--- src/rtl/ddr_cmd_sched.sv ---
// DDR4 host-side command scheduler: one request at a time, open-row tracking per
// bank, PRE/ACT/RD/WR sequencing with fixed spacing, and periodic refresh.
module ddr_cmd_sched #(
  parameter int ADDRWIDTH     = 17,
  parameter int BANKGROUPS    = 1,
  parameter int BGWIDTH       = $clog2(BANKGROUPS),
  parameter int BANKSPERGROUP = 8,
  parameter int BAWIDTH       = $clog2(BANKSPERGROUP),
  parameter int ROWWIDTH      = 9,
  parameter int COLWIDTH      = 9,
  parameter int TRCD          = 4,
  parameter int TRP           = 4,
  parameter int TCCD          = 4,
  parameter int TREFI         = 1024,
  parameter int TRFC          = 32
) (
  input  logic                 clk,
  input  logic                 reset_n,
  input  logic                 req_valid,
  output logic                 req_ready,
  input  logic                 req_write,
  input  logic [BGWIDTH:0]     req_bg,
  input  logic [BAWIDTH:0]     req_ba,
  input  logic [ROWWIDTH-1:0]  req_row,
  input  logic [COLWIDTH-1:0]  req_col,
  output logic                 rsp_valid,
  output logic                 rsp_write,
  output logic                 cke,
  output logic                 cs_n,
  output logic                 act_n,
  output logic [ADDRWIDTH-1:0] addr,
  output logic [BAWIDTH:0]     ba,
  output logic [BGWIDTH:0]     bg
);

  localparam int NBANK = BANKGROUPS * BANKSPERGROUP;
  localparam int IDXW  = (NBANK > 1) ? $clog2(NBANK) : 1;
  localparam int WMAX1 = (TRCD > TRP) ? TRCD : TRP;
  localparam int WMAX2 = (TCCD > TRFC) ? TCCD : TRFC;
  localparam int WMAX  = (WMAX1 > WMAX2) ? WMAX1 : WMAX2;
  localparam int WAITW = $clog2(WMAX + 1);
  localparam int REFW  = $clog2(TREFI + 1);

  localparam logic [BAWIDTH:0] BA_MASK = (BAWIDTH+1)'((1 << BAWIDTH) - 1);
  localparam logic [BGWIDTH:0] BG_MASK = (BGWIDTH+1)'((1 << BGWIDTH) - 1);

  localparam logic [WAITW-1:0] W_ZERO = WAITW'(0);
  localparam logic [WAITW-1:0] W_ONE  = WAITW'(1);
  localparam logic [WAITW-1:0] W_RCD  = WAITW'(TRCD - 1);
  localparam logic [WAITW-1:0] W_RP   = WAITW'(TRP - 1);
  localparam logic [WAITW-1:0] W_CCD  = WAITW'(TCCD - 1);
  localparam logic [WAITW-1:0] W_RFC  = WAITW'(TRFC - 1);
  localparam logic [REFW-1:0]  REF_RELOAD = REFW'(TREFI - 1);
  localparam logic [REFW-1:0]  REF_ZERO   = REFW'(0);
  localparam logic [REFW-1:0]  REF_ONE    = REFW'(1);

  localparam logic [3:0] OP_ACT = 4'd1;
  localparam logic [3:0] OP_PRE = 4'd3;
  localparam logic [3:0] OP_RD  = 4'd4;
  localparam logic [3:0] OP_REF = 4'd5;
  localparam logic [3:0] OP_WR  = 4'd6;

  typedef enum logic [3:0] {
    S_IDLE, S_PRE, S_WAIT_RP, S_ACT, S_WAIT_RCD, S_COL,
    S_WAIT_CCD, S_PREA, S_WAIT_RPA, S_REF, S_WAIT_RFC
  } state_t;

  state_t                r_state, w_state_nxt;
  logic [WAITW-1:0]      r_wait, w_wait_nxt;
  logic [REFW-1:0]       r_ref_cnt, w_ref_cnt_nxt;
  logic                  r_ref_pending, w_ref_pending_nxt, w_ref_expire;
  logic [NBANK-1:0]      r_open;
  logic [ROWWIDTH-1:0]   r_open_row [NBANK];
  logic                  r_req_write;
  logic [BGWIDTH:0]      r_req_bg;
  logic [BAWIDTH:0]      r_req_ba;
  logic [ROWWIDTH-1:0]   r_req_row;
  logic [COLWIDTH-1:0]   r_req_col;
  logic [IDXW-1:0]       r_req_idx, w_idx;
  logic                  w_cmd, w_bank_cmd, w_accept, w_rsp, w_ready_nxt;
  logic [3:0]            w_op;
  logic [12:0]           w_payload;
  logic                  r_cke, r_cs_n, r_rsp_valid, r_rsp_write, r_ready;
  logic [ADDRWIDTH-1:0]  r_addr;
  logic [BAWIDTH:0]      r_ba;
  logic [BGWIDTH:0]      r_bg;

  assign w_idx = IDXW'(32'(req_bg & BG_MASK) * BANKSPERGROUP + 32'(req_ba & BA_MASK));

  // Refresh interval counter; expiry is sticky until REF is actually issued
  always_comb begin
    w_ref_cnt_nxt = r_ref_cnt;
    w_ref_expire  = 1'b0;
    if (r_cke) begin
      if (r_ref_cnt == REF_ZERO) begin
        w_ref_cnt_nxt = REF_RELOAD;
        w_ref_expire  = 1'b1;
      end else begin
        w_ref_cnt_nxt = r_ref_cnt - REF_ONE;
      end
    end else begin
      w_ref_cnt_nxt = r_ref_cnt;
    end
    w_ref_pending_nxt = w_ref_expire | (r_ref_pending & (r_state != S_REF));
  end

  // Next-state and command decode; command states drive the bus on their exit edge
  always_comb begin
    w_state_nxt = r_state;
    w_wait_nxt  = r_wait;
    w_cmd       = 1'b0;
    w_bank_cmd  = 1'b0;
    w_op        = 4'd0;
    w_payload   = 13'd0;
    w_accept    = 1'b0;
    w_rsp       = 1'b0;
    case (r_state)
      S_IDLE: begin
        if (r_ref_pending) begin
          w_state_nxt = (|r_open) ? S_PREA : S_REF;
        end else if (req_valid && r_ready) begin
          w_accept = 1'b1;
          if (!r_open[w_idx]) begin
            w_state_nxt = S_ACT;
          end else if (r_open_row[w_idx] == req_row) begin
            w_state_nxt = S_COL;
          end else begin
            w_state_nxt = S_PRE;
          end
        end else begin
          w_state_nxt = S_IDLE;
        end
      end
      S_PRE: begin
        w_cmd = 1'b1; w_bank_cmd = 1'b1; w_op = OP_PRE;
        w_wait_nxt  = W_RP;
        w_state_nxt = (TRP > 1) ? S_WAIT_RP : S_ACT;
      end
      S_WAIT_RP: begin
        if (r_wait == W_ONE) w_state_nxt = S_ACT;
        else                 w_wait_nxt  = r_wait - W_ONE;
      end
      S_ACT: begin
        w_cmd = 1'b1; w_bank_cmd = 1'b1; w_op = OP_ACT;
        w_payload   = 13'(r_req_row);
        w_wait_nxt  = W_RCD;
        w_state_nxt = (TRCD > 1) ? S_WAIT_RCD : S_COL;
      end
      S_WAIT_RCD: begin
        if (r_wait == W_ONE) w_state_nxt = S_COL;
        else                 w_wait_nxt  = r_wait - W_ONE;
      end
      S_COL: begin
        w_cmd = 1'b1; w_bank_cmd = 1'b1; w_rsp = 1'b1;
        w_op        = r_req_write ? OP_WR : OP_RD;
        w_payload   = 13'(r_req_col);
        w_wait_nxt  = W_CCD;
        w_state_nxt = S_WAIT_CCD;
      end
      S_WAIT_CCD: begin
        if (r_wait == W_ZERO) w_state_nxt = S_IDLE;
        else                  w_wait_nxt  = r_wait - W_ONE;
      end
      S_PREA: begin
        w_cmd = 1'b1; w_op = OP_PRE;
        w_payload   = 13'h0400;
        w_wait_nxt  = W_RP;
        w_state_nxt = (TRP > 1) ? S_WAIT_RPA : S_REF;
      end
      S_WAIT_RPA: begin
        if (r_wait == W_ONE) w_state_nxt = S_REF;
        else                 w_wait_nxt  = r_wait - W_ONE;
      end
      S_REF: begin
        w_cmd = 1'b1; w_op = OP_REF;
        w_wait_nxt  = W_RFC;
        w_state_nxt = (TRFC > 1) ? S_WAIT_RFC : S_IDLE;
      end
      S_WAIT_RFC: begin
        if (r_wait == W_ONE) w_state_nxt = S_IDLE;
        else                 w_wait_nxt  = r_wait - W_ONE;
      end
      default: w_state_nxt = S_IDLE;
    endcase
    w_ready_nxt = (w_state_nxt == S_IDLE) && r_cke && !w_ref_pending_nxt;
  end

  // FSM, wait and refresh registers
  always_ff @(posedge clk or negedge reset_n) begin
    if (!reset_n) begin
      r_state       <= S_IDLE;
      r_wait        <= W_ZERO;
      r_ref_cnt     <= REF_RELOAD;
      r_ref_pending <= 1'b0;
    end else begin
      r_state       <= w_state_nxt;
      r_wait        <= w_wait_nxt;
      r_ref_cnt     <= w_ref_cnt_nxt;
      r_ref_pending <= w_ref_pending_nxt;
    end
  end

  // Request latch, captured on the accepting edge
  always_ff @(posedge clk or negedge reset_n) begin
    if (!reset_n) begin
      r_req_write <= 1'b0;
      r_req_bg    <= '0;
      r_req_ba    <= '0;
      r_req_row   <= '0;
      r_req_col   <= '0;
      r_req_idx   <= '0;
    end else if (w_accept) begin
      r_req_write <= req_write;
      r_req_bg    <= req_bg & BG_MASK;
      r_req_ba    <= req_ba & BA_MASK;
      r_req_row   <= req_row;
      r_req_col   <= req_col;
      r_req_idx   <= w_idx;
    end
  end

  // Open-row table
  always_ff @(posedge clk or negedge reset_n) begin
    if (!reset_n) begin
      r_open <= {NBANK{1'b0}};
      for (int i = 0; i < NBANK; i++) r_open_row[i] <= '0;
    end else begin
      case (r_state)
        S_ACT: begin
          r_open[r_req_idx]     <= 1'b1;
          r_open_row[r_req_idx] <= r_req_row;
        end
        S_PRE:         r_open[r_req_idx] <= 1'b0;
        S_PREA, S_REF: r_open <= {NBANK{1'b0}};
        default: ;
      endcase
    end
  end

  // Registered pin-level command bus and handshake outputs
  always_ff @(posedge clk or negedge reset_n) begin
    if (!reset_n) begin
      r_cke       <= 1'b0;
      r_cs_n      <= 1'b1;
      r_addr      <= '0;
      r_ba        <= '0;
      r_bg        <= '0;
      r_rsp_valid <= 1'b0;
      r_rsp_write <= 1'b0;
      r_ready     <= 1'b0;
    end else begin
      r_cke       <= 1'b1;
      r_cs_n      <= ~w_cmd;
      r_addr      <= w_cmd ? ADDRWIDTH'({w_op, w_payload}) : '0;
      r_ba        <= w_bank_cmd ? r_req_ba : '0;
      r_bg        <= w_bank_cmd ? r_req_bg : '0;
      r_rsp_valid <= w_rsp;
      r_rsp_write <= w_rsp & r_req_write;
      r_ready     <= w_ready_nxt;
    end
  end

  assign cke       = r_cke;
  assign cs_n      = r_cs_n;
  assign act_n     = 1'b1;
  assign addr      = r_addr;
  assign ba        = r_ba;
  assign bg        = r_bg;
  assign rsp_valid = r_rsp_valid;
  assign rsp_write = r_rsp_write;
  assign req_ready = r_ready;

endmodule
--- config.mk ---
export PLATFORM = sky130hd
export DESIGN_NAME = ddr_cmd_sched
export DESIGN_NICKNAME = d
export VERILOG_FILES = /design/src/rtl/ddr_cmd_sched.sv
export SDC_FILE = /design/constraint.sdc
export NUM_CORES = 1
export LEC_CHECK = 0
export CORE_ASPECT_RATIO = 1.75
export CORE_UTILIZATION = 37
export DETAILED_ROUTE_END_ITERATION = 10
export PLACE_DENSITY = 0.6
export REMOVE_ABC_BUFFERS = 1
export SYNTH_ARGS = -nofsm -noshare
export SYNTH_HDL_FRONTEND = slang
export SYNTH_SLANG_ARGS = --single-unit
--- constraint.sdc ---
create_clock -name clk -period 4.25 [get_ports clk]
set_input_delay 1.0625 -clock clk [delete_from_list [all_inputs] [get_ports clk]]
set_output_delay 1.0625 -clock clk [all_outputs]
set_load 0.01 [all_outputs]
# [Word-level counts from Yosys, hierarchy flattened]
# Index checks and enable logic that the tools add are counted.
[classes] add_sub_neg=2 n_lt_le_gt_ge=6 eq_ne=15 mux=39 bitwise_logic=9 n_reduce_logical=20
[op_table] cell="72-bit bitwise mux" n=1
[op_table] cell="4-bit one-hot mux with 11 select lines" n=1
[op_table] cell="11-bit one-hot mux with 3 select lines" n=1
[op_table] cell="4-bit two-way mux" n=8
[op_table] cell="9-bit binary-select mux with 3-bit select" n=1
[op_table] cell="9-bit demux with 3-bit select" n=1
[op_table] cell="9-bit two-way mux" n=3
[op_table] cell="6-bit one-hot mux with 4 select lines" n=1
[op_table] cell="8-bit one-hot mux with 3 select lines" n=1
[op_table] cell="17-bit two-way mux" n=1
[op_table] cell="4-bit by 3-bit == test with 1-bit output (second input constant)" n=4
[op_table] cell="4-bit == test (second input constant)" n=3
[op_table] cell="6-bit two-way mux" n=2
[op_table] cell="3-bit one-hot mux with 4 select lines" n=1
[op_table] cell="11-bit logical NOT" n=1
[op_table] cell="11-bit two-way mux" n=1
[op_table] cell="11-bit by 1-bit subtractor with 11-bit output (second input constant)" n=1
[op_table] cell="1-bit two-way mux" n=10
[op_table] cell="9-bit == test" n=1
[op_table] cell="3-bit two-way mux" n=3
[op_table] cell="8-bit bitwise AND" n=1
[op_table] cell="4-bit by 2-bit == test with 1-bit output (second input constant)" n=2
[op_table] cell="4-bit >= comparator (second input constant)" n=2
[op_table] cell="4-bit logical NOT" n=2
[op_table] cell="other kinds (28)" n=38
[word_totals] ff_bits=149 inputBits=27 word_cells=115

# [Longest topological paths before layout]
# Gate-level depths: netlist (run 1).
[depth] word_depth=13 mapped_depth=9

# [Least setup slack after synthesis (run 1)]
# Ideal clock, no wire load.
[synth_timing] kind="input -> register" startpoint="input port req_ba[2]" endpoint="register r_state[2]" t_arrival_ns=2.401 required_ns=4.174 setup_slack_ns=1.772 path_stages=7 n_path_buf=1 path_cell_list="clkbuf_1 > mux4_2 > mux2i_1 > xnor2_1 > nor4_1 > nand3_1 > o21ai_1"
[synth_between] elab_chain_cells=10 elab_cells_between_ends=12
[synth_lines] element="start, declared" line="23" source="input logic [BAWIDTH:0] req_ba,"
[synth_lines] element="3-bit NOT with 4-bit output (not written as such)" line="125" source="end else if (r_open_row[w_idx] == req_row) begin"
[synth_lines] element="9-bit binary-select mux with 3-bit select" line="125"
[synth_lines] element="9-bit two-way mux (not written as such) (2 in a row)" line="125"
[synth_lines] element="9-bit == test" line="125"
[synth_lines] element="3-bit two-way mux" line="125"
[synth_lines] element="3-bit two-way mux (*)" line="123" source="if (!r_open[w_idx]) begin"
[synth_lines] element="4-bit two-way mux (*)" line="121" source="end else if (req_valid && r_ready) begin"
[synth_lines] element="4-bit two-way mux (*)" line="119" source="if (r_ref_pending) begin"
[synth_lines] element="4-bit one-hot mux with 11 select lines (*)" line="117" source="case (r_state)"
[synth_lines] element="net w_state_nxt[2]" line="68" source="state_t r_state, w_state_nxt;"
[synth_lines] element="end signal, assigned" line="196" source="r_state <= w_state_nxt;"
[synth_lines] element="end, declared" line="68"
# Mark *: on every way through the listed nets, which the timed path passes. The rest lies on a longest branch. The select of a mux whose other input is x is not followed.
# A chain may end at the register's enable or synchronous reset.

# [Worst setup path in the final report (run 1)]
[layout_timing] startpoint="input port req_ba[1]" endpoint="register r_state[2]"
# The elaborated chain is that of the path after synthesis.

==> metrics.txt, run 1 <==
Finished Layout Cells=roughly 800; vias in the first global route=about 4,600; Post-Synthesis Cell Area=0.00669 sq mm; fin util=between 40% and 50%; IO Count=55; final-stage net count=~600; worst skew pair latency=between 0.4 and 0.5 ns; drt wl/cell=between 15 and 20 um; Final Critical Period=between 3 and 4 ns; crit path launch type=input pin; H-tree depth=4; row count=between 60 and 70; cts bufs inserted=17; peak fanout along the critical path=21; Max Buffers Root-to-Sink=2; syn_area_per_cell=between 10 and 15 sq um; CP cell instances=clkdlybuf4s50_1 -> buf_4 -> mux4_1 -> mux2i_1 -> xnor2_1 -> nor4_1 -> nand3_1 -> o21ai_1; largest net degree at the start of global routing=105; status=complete, no violations; CP max stage delay=0.60 ns; Starting Density=38.0%; vias=4,241; worst relative slew slack=25.9%; Detail Placement HPWL=10.2 mm; wire length of the first global-routing pass=24.8 mm; Area after DPL=0.00735 sq mm; VDD IR max=around 0.28 mV; P_leak=3.55 nW; CTS tree=yes; die height=~180 um; DRT Pass-1 Iters=4; YS warnings=0; Yosys top cell area share=50.1%; CTS Hold Bufs=0; f_max=0.325 GHz; post-synthesis register bit count=around 150; die width=104 um; Max Transition Viols Final=0; MaxCap Viol Count=0; # Post-CTS Setup Buffers=0; routability cong.=0.864; CTS Root Buffer Type=clkbuf_16; final worst slack=roughly 1.2 ns; Final Cycle Share=around 72%; CTS Sinks=145; post-CTS sizing=0; Worst Tran Pin Value=1.11 ns; Final Setup Violations=0; most frequent cells in the layout=dfrtp_1, mux2_2, clkdlybuf4s50_1; 1st-iter DRT viols=between 200 and 250; layout cell share with drive strength beyond 1=between 30% and 40%; Tot GR Track Use=17.4%; setup TNS=0 ns; IO buf count=between 40 and 50; initial antenna violation count=0; Synth area leaders=dfrtp_1, mux2_2, mux4_2; hold slack=0.501 ns; slowest CP cell=mux4_1; worst-case clock skew=0.00789 ns; WP data arrival=3.43 ns; post-route cell area=0.00789 sq mm; diode count=0; Area Overhead vs Synth=18.0%; post-place setup slack=0.666 ns; critical path required time=~4.6 ns; clk slew on worst S/H paths=~0.060 ns; vias per cell=between 5 and 6; total chip power=4.60 mW; most common cell after layout, fill and taps aside=dfrtp_1; Core Area=around 0.018 sq mm; Synth cell types=52; sequential fraction of the synthesis area=54.5%; Setup CP Type=in2reg; cells after synthesis=514; final hold viol count=0; ANT nets after route=0; Hold Crit Class=reg2reg; die footprint=0.0186 sq mm; grt ovf=0; PwrDens=~580 mW/mm^2; Post-route DRC=0; RSZ-0062 raised after global routing=no; final WL=15.1 mm; largest area contributor in the synthesized netlist=dfrtp_1; Crit. End Element=register; Placed Cells=768
synth_stat cells, drive strengths merged:
cell / count
buf: 26
dfrtp: 134
nand2b: 3
nand4b: 1
o221ai: 2
a31oi: 6
nor2b: 1
or3: 3
inv: 9
conb: 2
a2bb2oi: 1
o22ai: 1
mux2i: 9
a22oi: 1
ha: 4
mux2: 93
a32o: 1
o41ai: 1
a32oi: 1
nand2: 35
o31a: 2
nand4: 3
xnor2: 10
o21ai: 20
xor2: 8
o211ai: 1
dfstp: 11
or4: 1
nor4b: 2
nor2: 24
and2: 6
clkbuf: 12
nor4: 6
mux4: 20
o41a: 1
nor3: 8
a22o: 12
nor3b: 7
nand3: 9
a21o: 1
o31ai: 1
a21oi: 15
worst max-delay path: cells and delay by family:
family	cells	cell delay [ns]
AOI/OAI and AO/OA	1	0.13
xor gates and xnor gates	1	0.12
buffers and inverters	2	0.83
muxes	2	0.77
and+or+nand+nor	2	0.50
sequential cells by signal (all words and copies together), names as in the netlist, 3 cells and up:
name,count
addr,13
ba,3
r_open,8
r_open_row,72
r_ref_cnt,11
r_req_col,9
r_req_idx,3
r_req_row,9
r_state,4
r_wait,6
final timing paths:
path                           startpoint              to  slack [ns]  cells past startpoint
hold reg to reg            r_open_row[67]  r_open_row[67]        0.50                      1
setup reg to reg               r_state[3]  r_open_row[22]        1.46                      7
min in group asynchronous         reset_n       rsp_valid        0.76                      1
setup / recovery                req_ba[1]      r_state[2]        1.17                      8
hold / removal             r_open_row[67]  r_open_row[67]        0.50                      1
max in group asynchronous         reset_n    r_req_row[7]        2.57                      2
logic make-up after synthesis:
group,after synthesis,share of synthesized area [%]
flip-flops,145,54.5
multiplexers,122,23.8
AND/OR/NAND/NOR,109,8.72
AO/OA/AOI/OAI,67,6.53
buffers and inverters,47,3.27
XOR/XNOR,18,2.36
adder cells (fa/ha/maj),4,0.748
other,2,0.112
power breakdown:
group | internal [mW] | switching [mW] | total, mW | leakage [nW]
registers | 1.72 | 0.407 | 2.13 | 1.93
clock network | 0.768 | 0.611 | 1.38 | 0.260
logic | 0.534 | 0.560 | 1.09 | 1.36
per-layer routing:
metal  global-route usage, %  wire [um]  vias up
li1                        -          -     1937
met1                    19.1       6010     2168
met2                    31.3       8160      106
met3                    3.81        422       30
met4                    8.87        463        0
met5                       0          0        -
layout make-up:
| class | count | area (sq um) |
|---|---|---|
| Clock buffer | 18 | 439 |
| Clock inverter | 13 | 106 |
| Fill cell | 1650 | 9720 |
| Inverter | 9 | 33.8 |
| Multi-Input combinational cell | 328 | 2860 |
| Sequential cell | 145 | 3640 |
| Tap cell | 231 | 289 |
| Timing Repair Buffer | 55 | 527 |
No activity file was read; power rests on OpenSTA's default activity.
==> inputs of run 2 (changes only) <==
--- a/config.mk
+++ b/config.mk
@@ -8,7 +8,7 @@
 export CORE_ASPECT_RATIO = 1.75
 export CORE_UTILIZATION = 37
 export DETAILED_ROUTE_END_ITERATION = 10
-export PLACE_DENSITY = 0.6
+export PLACE_DENSITY = 0.62
 export REMOVE_ABC_BUFFERS = 1
 export SYNTH_ARGS = -nofsm -noshare
 export SYNTH_HDL_FRONTEND = slang
==> constraint.sdc (replaced) <==
create_clock -name clk -period 2.6 [get_ports clk]
set_input_delay 0.65 -clock clk [delete_from_list [all_inputs] [get_ports clk]]
set_output_delay 0.65 -clock clk [all_outputs]
set_load 0.01 [all_outputs]
==> metrics.txt, run 2 (synthesis results as in run 1) <==
diode count=0 (unchanged); Core Area=0.0176 sq mm (unchanged); peak fanout along the critical path=11 (-48%); Detail Placement HPWL=10.8 mm (+5.5%); Setup CP Type=in2reg; MaxCap Viol Count=0 (unchanged); vias in the first global route=4,659 (+1.2%); R2R Path End=r_open_row[8]; CTS Root Buffer Type=clkbuf_16; met1 GRT Util=19.4% (+0.27 points); critical path required time=2.95 ns (-1.65 ns); Area after DPL=0.00753 sq mm (+2.5%); Worst Tran Pin Value=0.753 ns (-0.355 ns); slowest CP cell=mux4_1; max FFs per register=72 (unchanged); wire length of the first global-routing pass=25.1 mm (+1.4%); Tot GR Track Use=17.7% (+0.31 points); die height=180 um (unchanged); worst relative slew slack=49.5% (+24 points); vias=4,319 (+1.8%); most common cell after layout, fill and taps aside=dfrtp_1; CTS tree=yes; Area Overhead vs Synth=21.3%; final hold viol count=0 (unchanged); initial antenna violation count=0 (unchanged); R2R Setup Slk=0.41 ns (-1.05 ns); post-route cell area=0.00812 sq mm (+2.8%); Final Setup Violations=0 (unchanged); Hold Crit Class=in2async; largest net degree at the start of global routing=46 (-56%); H-tree depth=4 (unchanged); row count=64 (unchanged); status=complete, no violations; worst skew pair latency=0.42 ns (about the same); Final Cycle Share=~93%; drt wl/cell=18.6 um (-1.1%); most frequent cells in the layout=dfrtp_1, mux2_2, clkdlybuf4s50_1; Fill cells=1,610 (-2.4%); Worst Reg2Reg Path Length in Cells=6 (-1); met3 Use GR=3.59% (-0.22 points); IO Count=55 (unchanged); VDD IR max=0.547 mV (+92%); WP data arrival=2.77 ns (-0.66 ns); die width=104 um (unchanged); Final Critical Period=2.41 ns; Starting Density=38.0% (unchanged); crit path launch type=input pin; grt ovf=0 (unchanged); layout cell share with drive strength beyond 1=32.7% (+2.3 points); CP delay by family, top=multiplexers; Max Buffers Root-to-Sink=2 (unchanged); final-stage net count=606 (+3.2%); cts bufs inserted=17 (unchanged); Finished Layout Cells=818 (+2.4%); worst-case clock skew=0.00955 ns (+0.00166 ns); GRT met2 Usage=32.3% (+1.0 points); IO buf count=45 (unchanged); routability cong.=0.878 (+1.6%); fin util=46.1% (+1.3 points); DRT Pass-1 Iters=4 (unchanged); GR peak layer=met2; ANT nets after route=0 (unchanged); Top reg by flops=r_open_row; f_max=0.414 GHz; vias per cell=5.28 (-0.53%); Max Transition Viols Final=0 (unchanged); Placed Cells=787 (+2.5%); total chip power=7.76 mW (+69%); die footprint=0.0186 sq mm (unchanged); CP cell instances=clkdlybuf4s50_1 -> buf_12 -> mux4_1 -> mux2i_1 -> xnor2_1 -> nor4_1 -> nand3_1 -> o21ai_1; clk slew on worst S/H paths=0.06 ns (about the same); PwrDens=956 mW/mm^2 (+64%); Crit. End Element=register; # Post-CTS Setup Buffers=0 (unchanged); R2R Path Start=r_state[3]; final WL=15.3 mm (+1.3%); RSZ-0062 raised after global routing=no; P_leak=3.67 nW (+3.3%); CTS Sinks=145 (unchanged); Post-route DRC=0 (unchanged); 1st-iter DRT viols=227 (+1.8%); CP max stage delay=0.54 ns (-0.06 ns); crit path buf inv count=2 (unchanged)
## run 2: cell count changes in the layout (fill, tap and decap cells not counted), moves of 2 or more
cell / before / now
buf_12: 0 / 3
buf_4: 10 / 26
bufinv_16: 0 / 2
clkinv_4: 5 / 3
## run 2: area by class of cell
| class | count | area [sq um] | area share [%] |
|---|---|---|---|
| clock buffer | 18 | 429 | 5.29 |
| tap | 231 | 289 | 3.56 |
| clock inverter | 13 | 153 | 1.88 |
| inverter | 9 | 33.8 | 0.416 |
| sequential | 145 | 3640 | 44.9 |
| multi-input combinational | 328 | 2860 | 35.3 |
| timing repair buffer | 74 | 707 | 8.71 |
## run 2: worst reg2reg max path: stages (launching register included)
cell,delay [ns]
dfrtp_1,0.52
inv_1,0.23
nand2_1,0.11
nor3_2,0.18
nand2_1,0.24
nor2_4,0.42
mux2_2,0.39
## run 2: power by group
group | leakage (nW) | total, mW | switching (mW) | internal [mW]
combinational | 1.46 | 1.94 | 0.988 | 0.952
clock | 0.274 | 2.40 | 0.977 | 1.42
sequential | 1.93 | 3.41 | 0.600 | 2.81
## run 2: metrics by stage
step	worst slack [ns]	setup TNS, ns	hold slack [ns]
final	0.185	0	0.147
after global routing	0.0742	0	0.166
after CTS	0.112	0	0.155
after detailed placement	-0.325	-0.334	0.487
after global placement	-0.325	-0.352	0.471
after floorplan	0.171	0	0.354
## run 2: how the worst max path moves through the flow
stage                          start      endpoint  slack [ns]  cells past startpoint
after floorplan           r_state[1]  r_req_col[0]        0.17                      3
after global placement     req_ba[1]    r_state[2]       -0.33                      9
after detailed placement   req_ba[1]    r_state[2]       -0.32                      9
after CTS                  req_ba[1]    r_state[2]        0.11                      9
after global routing       req_ba[1]    r_state[2]        0.07                      9
final                      req_ba[1]    r_state[2]        0.19                      8
## run 2: repair_timing
| action | CTS | global route |
|---|---|---|
| gates resized for setup | 0 | 1 |
| hold buffers | 0 | 0 |
| endpoints found under the setup margin | 0 | 1 |
## run 2: per-layer routing
layer  wire length (um)  part of all wire, %
met1               6120                   40
met2               8320                   55
met3                398                  2.6
met4                409                  2.7
met5                  0                    0
